===== config.mk =====
export PLATFORM = sky130hd
export DESIGN_NAME = aes_chain_ctrl_flat
export DESIGN_NICKNAME = d
export VERILOG_FILES = /design/src/rtl/aes_chain_ctrl_pkg.sv /design/src/rtl/aes_chain_ctrl_if.sv /design/src/rtl/aes_chain_ctrl_ctr_inc.sv /design/src/rtl/aes_chain_ctrl.sv /design/src/flat_wrapper.sv
export SDC_FILE = /design/constraint.sdc
export NUM_CORES = 1
export LEC_CHECK = 0
export BUFFER_PORTS_ARGS = -buffer_cell sky130_fd_sc_hd__buf_2
export CAP_MARGIN = 5
export CORE_AREA = 2 2 359 361
export DETAILED_ROUTE_END_ITERATION = 7
export DIE_AREA = 0 0 361 363
export SYNTH_ARGS = -nofsm -noshare
export SYNTH_HDL_FRONTEND = slang
export SYNTH_SLANG_ARGS = --single-unit

===== constraint.sdc =====
create_clock -name clk -period 5.3 [get_ports clk]
set_input_delay 0.53 -clock clk [delete_from_list [all_inputs] [get_ports clk]]
set_output_delay 0.53 -clock clk [all_outputs]
set_load 0.01 [all_outputs]

===== src/rtl/aes_chain_ctrl_pkg.sv =====
// Shared definitions for the AES chaining controller and the external input mux:
// block width, mode encodings, FSM state encoding and the mode decode helper.
package aes_chain_ctrl_pkg;

    localparam int unsigned BLOCK_W = 128;

    typedef enum logic [2:0] {
        MODE_ECB = 3'd0,
        MODE_CBC = 3'd1,
        MODE_CFB = 3'd2,
        MODE_OFB = 3'd3,
        MODE_CTR = 3'd4
    } aes_mode_e;

    typedef enum logic [1:0] {
        ST_IDLE  = 2'd0,
        ST_START = 2'd1,
        ST_WAIT  = 2'd2,
        ST_OUT   = 2'd3
    } aes_state_e;

    // Unassigned encodings fall back to ECB so the mux never sees an illegal mode.
    function automatic aes_mode_e decode_mode(input logic [2:0] raw);
        aes_mode_e m;
        case (raw)
            3'd1:    m = MODE_CBC;
            3'd2:    m = MODE_CFB;
            3'd3:    m = MODE_OFB;
            3'd4:    m = MODE_CTR;
            default: m = MODE_ECB;
        endcase
        return m;
    endfunction

endpackage


===== src/rtl/aes_chain_ctrl_if.sv =====
// Block-level bus of the AES chaining controller: plaintext/ciphertext handshakes,
// AES core launch/return and the chaining registers exported to the input mux.
interface aes_chain_ctrl_if;
    import aes_chain_ctrl_pkg::*;

    logic [2:0]         mode;
    logic [BLOCK_W-1:0] iv;
    logic               load_iv;
    logic               pt_valid;
    logic               pt_ready;
    logic [BLOCK_W-1:0] plaintext;
    logic [BLOCK_W-1:0] pt_q;
    logic [BLOCK_W-1:0] feedback;
    logic [BLOCK_W-1:0] ctr;
    logic               core_start;
    logic               core_done;
    logic [BLOCK_W-1:0] core_out;
    logic               ct_valid;
    logic               ct_ready;
    logic [BLOCK_W-1:0] ciphertext;

    modport slave (
        input  mode, iv, load_iv, pt_valid, plaintext, core_done, core_out, ct_ready,
        output pt_ready, pt_q, feedback, ctr, core_start, ct_valid, ciphertext
    );

    modport master (
        output mode, iv, load_iv, pt_valid, plaintext, core_done, core_out, ct_ready,
        input  pt_ready, pt_q, feedback, ctr, core_start, ct_valid, ciphertext
    );

endinterface


===== src/rtl/aes_chain_ctrl_ctr_inc.sv =====
// Counter-mode incrementer: adds one to the low CTR_WIDTH bits of a 128-bit block,
// wrapping silently, and passes the upper bits through untouched.
module aes_ctr_inc #(
    parameter int CTR_WIDTH = 128
) (
    input  logic [127:0] ctr_in,
    output logic [127:0] ctr_out
);

    logic [CTR_WIDTH-1:0] low_s;

    assign low_s = ctr_in[CTR_WIDTH-1:0] + CTR_WIDTH'(1'b1);

    generate
        if (CTR_WIDTH >= 128) begin : g_full
            assign ctr_out = low_s;
        end else begin : g_part
            assign ctr_out = {ctr_in[127:CTR_WIDTH], low_s};
        end
    endgenerate

endmodule


===== src/rtl/aes_chain_ctrl.sv =====
// AES block-chaining controller: accepts one plaintext block, launches the AES core,
// applies the ECB/CBC/CFB/OFB/CTR output and feedback rules, presents the ciphertext.
module aes_chain_ctrl
    import aes_chain_ctrl_pkg::*;
#(
    parameter int CTR_WIDTH = 128
) (
    input logic             clk,
    input logic             rst_n,
    aes_chain_ctrl_if.slave bus
);

    aes_state_e         state_r;
    aes_mode_e          mode_r;
    logic [BLOCK_W-1:0] pt_r;
    logic [BLOCK_W-1:0] feedback_r;
    logic [BLOCK_W-1:0] ctr_r;
    logic [BLOCK_W-1:0] ct_r;
    logic               pt_ready_r;
    logic               core_start_r;
    logic               ct_valid_r;

    logic [BLOCK_W-1:0] ct_next_s;
    logic [BLOCK_W-1:0] fb_next_s;
    logic               ctr_upd_s;
    logic [BLOCK_W-1:0] ctr_inc_s;

    aes_ctr_inc #(
        .CTR_WIDTH (CTR_WIDTH)
    ) u_ctr_inc (
        .ctr_in  (ctr_r),
        .ctr_out (ctr_inc_s)
    );

    // Ciphertext and chaining-state update for the block in flight
    always_comb begin
        ct_next_s = bus.core_out;
        fb_next_s = feedback_r;
        ctr_upd_s = 1'b0;
        case (mode_r)
            MODE_ECB: begin
                ct_next_s = bus.core_out;
            end
            MODE_CBC: begin
                ct_next_s = bus.core_out;
                fb_next_s = bus.core_out;
            end
            MODE_CFB: begin
                ct_next_s = pt_r ^ bus.core_out;
                fb_next_s = pt_r ^ bus.core_out;
            end
            MODE_OFB: begin
                ct_next_s = pt_r ^ bus.core_out;
                fb_next_s = bus.core_out;
            end
            MODE_CTR: begin
                ct_next_s = pt_r ^ bus.core_out;
                ctr_upd_s = 1'b1;
            end
            default: begin
                ct_next_s = bus.core_out;
            end
        endcase
    end

    // Block sequencing FSM with registered handshake and chaining registers
    always_ff @(posedge clk or negedge rst_n) begin
        if (!rst_n) begin
            state_r      <= ST_IDLE;
            mode_r       <= MODE_ECB;
            pt_r         <= 128'd0;
            feedback_r   <= 128'd0;
            ctr_r        <= 128'd0;
            ct_r         <= 128'd0;
            pt_ready_r   <= 1'b1;
            core_start_r <= 1'b0;
            ct_valid_r   <= 1'b0;
        end else begin
            case (state_r)
                ST_IDLE: begin
                    // iv lands in the same edge as acceptance, so the mux sees it in START
                    if (bus.load_iv) begin
                        feedback_r <= bus.iv;
                        ctr_r      <= bus.iv;
                    end
                    if (bus.pt_valid) begin
                        pt_r         <= bus.plaintext;
                        mode_r       <= decode_mode(bus.mode);
                        pt_ready_r   <= 1'b0;
                        core_start_r <= 1'b1;
                        state_r      <= ST_START;
                    end
                end
                ST_START: begin
                    core_start_r <= 1'b0;
                    state_r      <= ST_WAIT;
                end
                ST_WAIT: begin
                    if (bus.core_done) begin
                        ct_r       <= ct_next_s;
                        feedback_r <= fb_next_s;
                        if (ctr_upd_s) begin
                            ctr_r <= ctr_inc_s;
                        end
                        ct_valid_r <= 1'b1;
                        state_r    <= ST_OUT;
                    end
                end
                ST_OUT: begin
                    if (bus.ct_ready) begin
                        ct_valid_r <= 1'b0;
                        pt_ready_r <= 1'b1;
                        state_r    <= ST_IDLE;
                    end
                end
                default: begin
                    state_r      <= ST_IDLE;
                    pt_ready_r   <= 1'b1;
                    core_start_r <= 1'b0;
                    ct_valid_r   <= 1'b0;
                end
            endcase
        end
    end

    assign bus.pt_ready   = pt_ready_r;
    assign bus.pt_q       = pt_r;
    assign bus.feedback   = feedback_r;
    assign bus.ctr        = ctr_r;
    assign bus.core_start = core_start_r;
    assign bus.ct_valid   = ct_valid_r;
    assign bus.ciphertext = ct_r;

endmodule


===== src/flat_wrapper.sv =====
// flat-port wrapper written by rule: the top's interface ports become plain ports
module aes_chain_ctrl_flat import aes_chain_ctrl_pkg::*;
#(
    parameter int CTR_WIDTH = 128
)
  (clk, rst_n, bus_mode, bus_iv, bus_load_iv, bus_pt_valid, bus_plaintext, bus_core_done, bus_core_out, bus_ct_ready, bus_pt_ready, bus_pt_q, bus_feedback, bus_ctr, bus_core_start, bus_ct_valid, bus_ciphertext);
  aes_chain_ctrl_if bus_i ();
  input logic clk;
  input logic rst_n;
  input wire logic [$bits(bus_i.mode)-1:0] bus_mode;
  input wire logic [$bits(bus_i.iv)-1:0] bus_iv;
  input wire logic [$bits(bus_i.load_iv)-1:0] bus_load_iv;
  input wire logic [$bits(bus_i.pt_valid)-1:0] bus_pt_valid;
  input wire logic [$bits(bus_i.plaintext)-1:0] bus_plaintext;
  input wire logic [$bits(bus_i.core_done)-1:0] bus_core_done;
  input wire logic [$bits(bus_i.core_out)-1:0] bus_core_out;
  input wire logic [$bits(bus_i.ct_ready)-1:0] bus_ct_ready;
  output wire logic [$bits(bus_i.pt_ready)-1:0] bus_pt_ready;
  output wire logic [$bits(bus_i.pt_q)-1:0] bus_pt_q;
  output wire logic [$bits(bus_i.feedback)-1:0] bus_feedback;
  output wire logic [$bits(bus_i.ctr)-1:0] bus_ctr;
  output wire logic [$bits(bus_i.core_start)-1:0] bus_core_start;
  output wire logic [$bits(bus_i.ct_valid)-1:0] bus_ct_valid;
  output wire logic [$bits(bus_i.ciphertext)-1:0] bus_ciphertext;
  assign bus_i.mode = bus_mode;
  assign bus_i.iv = bus_iv;
  assign bus_i.load_iv = bus_load_iv;
  assign bus_i.pt_valid = bus_pt_valid;
  assign bus_i.plaintext = bus_plaintext;
  assign bus_i.core_done = bus_core_done;
  assign bus_i.core_out = bus_core_out;
  assign bus_i.ct_ready = bus_ct_ready;
  assign bus_pt_ready = bus_i.pt_ready;
  assign bus_pt_q = bus_i.pt_q;
  assign bus_feedback = bus_i.feedback;
  assign bus_ctr = bus_i.ctr;
  assign bus_core_start = bus_i.core_start;
  assign bus_ct_valid = bus_i.ct_valid;
  assign bus_ciphertext = bus_i.ciphertext;
  aes_chain_ctrl #(.CTR_WIDTH(CTR_WIDTH)) u_core (.clk(clk), .rst_n(rst_n), .bus(bus_i));
endmodule

==> out/qor.yml <==
ant_nets: 0
core_um2: 127000
clk_latency_ns: 0.65
ys_types: 77
synth_common_cells: "nand2_1 (540), dfrtp_1 (519), a21oi_1 (339)"
whs_path_depth: 2
critPathKind: "reg2reg"
start_kind: "flop"
cp.required_ns: 5.84
setup_ws_ns: 1.71
hold_viol: 0
rsz0062_at_grt: "false"
power_density_nw_per_um2: 702
timing.final.crit_share_pct: 67.8
antenna_found_initial: 24
first_pass_iters: 6
path_delay_family: "simple AND/OR/NAND/NOR gates"
grt_pass1_vias: 27356
maxCapViolCount: 0
switching_share_pct: 48.6
place.gp.congestion: 0.966
finalCoreUtilization_pct: 29.3
setup_viol: 0
syn_inst: 3254
drcViolationCount: 0
start_util_pct: 22.5
die_w_um: 361
cts_made_buffers: 69
tightest_slew_ns: 1.27
critPathArrivalTime_ns: 4.13
wl_um: 151000
grt_usage_pct: 22.1
clk_pin_slew_ns: 0.07
syn-mean-instance-area_um2: 8.78
fmax_mhz: 278
grt_pass1_wl_um: 209000
final_nets: 4461
drv_slew: 0
async_flop_share_pct: 100
max_stage_delay_ns: 0.84
drive_gt1_share_pct: 30.4
power_frac_seq_pct: 31.8
dp_slack_ns: 1.81
status: "complete, no violations"
max-clock-path-buffers: 3
irDropWorstVdd_v: 0.000330
io_buffers: 907
syn-num-nets: 3653
finalClockSkew_ns: 0.0210
p_comb_share_pct: 49.5
cts_max_level: 3
dp_hpwl_um: 118000
routed_via_density: 4.96
wire_per_inst_um: 26.2
place_area_um2: 34900
synth_area_leaders: "dfrtp_1 (45%), xor2_1 (7.7%), nand2_1 (7.1%), a21oi_1 (5.9%), mux2_2 (5.2%)"
power.leakage_nw: 16.5
cp_max_fo: 10
tritoncts: "yes"
min_path_type: "in2reg"
cts_num_sinks: 520
tns_ns: 0
yosys_most_used_dff: "dfrtp_1"
ios: 908
dieHeight_um: 363
worstPathBufferInverterCount: 1
cp.depth: 6
overflow: 0
grt_max_degree: 138
ys_seq_elements: 520
yosys.area_share.simple_pct: 22.2
root_buffer: "clkbuf_16"
vias: 28651
period_minus_slack_ns: 3.59
finalNonFillerCells: 5778
synth_top_area_share_pct: 45.5
synthXorXnorAreaFrac_pct: 7.76
p_total_mw: 26.1
synth_compound_area_share_pct: 13.5
p_clk_share_pct: 18.7
p_int_mw: 13.4
stdcell_area_um2: 37200
area_growth_pct: 30.2
initialDrtViolationCount: 2453
synth_top_family_by_area: "simple AND/OR/NAND/NOR gates"
dieArea_um2: 131000
slew-limit-headroom_pct: 14.4
switching_power_mw: 12.7
crit_slowest_cell: "nor3_1"
holdWs_ns: 0.112
dp_cells: 5652
synth_edf_count: 0
synth_area_um2: 28600
yosysSeqAreaShare_pct: 45.6
yosysMostFrequentCell: "nand2_1"
synth_mux_area_share_pct: 7.49
yosys.area_share.adder_pct: 0.263
crit_path_end_kind: "flop"
path_common_cell: "nand3_1"
num_rows: 131
r2r_cells: 6
yosysTopAreaCell: "dfrtp_1"
cp_cell_sequence: "inv_1 -> nor4_1 -> nand3_1 -> nor3_1 -> nand3_1 -> mux2_2"
ys_warn_count: 0
metal layers:
metal | vias to the layer above | wire length [um] | track usage, % | share of wire (%)
met5 | - | 114 | 0 | 0.075
met4 | 18 | 4550 | 7.04 | 3.0
met3 | 234 | 14200 | 7.23 | 9.4
met2 | 1236 | 71400 | 36.5 | 47
met1 | 14066 | 60900 | 27.3 | 40
li1 | 13097 | - | - | -
registers in the layout (all words and copies together), names as in the netlist:
signal / flops
u_core.bus.feedback: 128
u_core.bus.ct_valid: 1
u_core.mode_r: 3
u_core.bus.core_start: 1
u_core.bus.pt_ready: 1
u_core.bus.ctr: 128
u_core.bus.ciphertext: 128
u_core.bus.pt_q: 128
u_core.state_r: 2
layout by cell type, fill, tap and decap left out, types with 6 or more instances in the layout:
cell type	netlist	final
buf_2	16	906
nand2_1	540	538
dfrtp_1	519	519
a21oi_1	339	339
nor2_1	333	331
xor2_1	251	251
o21ai_0	178	176
mux2_2	133	133
nand3_1	106	105
nand4_1	82	82
o22ai_1	75	75
clkbuf_16	0	70
mux2i_1	64	64
nor3_1	62	62
nor4_1	55	54
and3_1	36	36
buf_4	0	31
inv_1	25	24
and4_1	19	19
or3_1	19	19
or4_1	16	16
a22oi_1	15	15
clkinv_2	0	15
nand2b_1	14	13
and2_1	11	10
clkbuf_8	0	10
or2_2	9	9
buf_12	0	9
nor4b_1	7	7
clkbuf_1	183	7
a211oi_1	7	6
nor4_2	5	6
o211ai_1	6	6
a21o_1	6	6
bufinv_16	0	6
logic make-up after synthesis:
kind of cell | after synthesis
AND/OR/NAND/NOR | 1355
AO/OA/AOI/OAI | 687
flip-flops | 520
XOR/XNOR | 253
buffers and inverters | 236
multiplexers | 197
adder cells (fa/ha/maj) | 6
layout make-up:
cell class,count,area [um^2]
antenna,5,12.5
tap,1662,2080
inverter,25,101
multi-input combinational,2498,14700
timing repair buffer,948,4970
clock inverter,33,363
fill,13607,89800
sequential,520,13000
clock buffer,87,1920
final timing paths:
kind	startpoint	end	slack, ns
worst max-delay path	u_core.bus.ctr[17]$_DFFE_PN0P_	u_core.bus.ctr[102]$_DFFE_PN0P_	1.71
min in group asynchronous	rst_n	u_core.bus.pt_q[115]$_DFFE_PN0P_	0.53
worst min register to register	u_core.bus.pt_ready$_DFFE_PN1P_	u_core.bus.pt_ready$_DFFE_PN1P_	0.47
worst min-delay path	bus_plaintext[58]	u_core.bus.pt_q[58]$_DFFE_PN0P_	0.11
max in group asynchronous	rst_n	u_core.bus.feedback[12]$_DFFE_PN0P_	3.34
worst max register to register	u_core.bus.ctr[17]$_DFFE_PN0P_	u_core.bus.ctr[102]$_DFFE_PN0P_	1.71
power by group through the flow:
stage | sequential [mW] | clock [mW] | combinational [mW]
5_1_grt | 8.55 | 5.15 | 14.2
3_3_place_gp | 8.20 | 0 | 12.9
2_1_floorplan | 8.49 | 0 | 6.66
6_report | 8.29 | 4.88 | 12.9
3_5_place_dp | 8.27 | 0 | 13.1
4_1_cts | 8.22 | 5.02 | 13.1
what timing repair did:
item | in CTS | in global routing
hold buffers | 1 | 0
hold endpoints to repair | 85 | 0
gates resized for setup | 0 | 0
setup buffers | 0 | 0
endpoints found under the setup margin | 0 | 0
No activity file was read; power rests on OpenSTA's default activity.
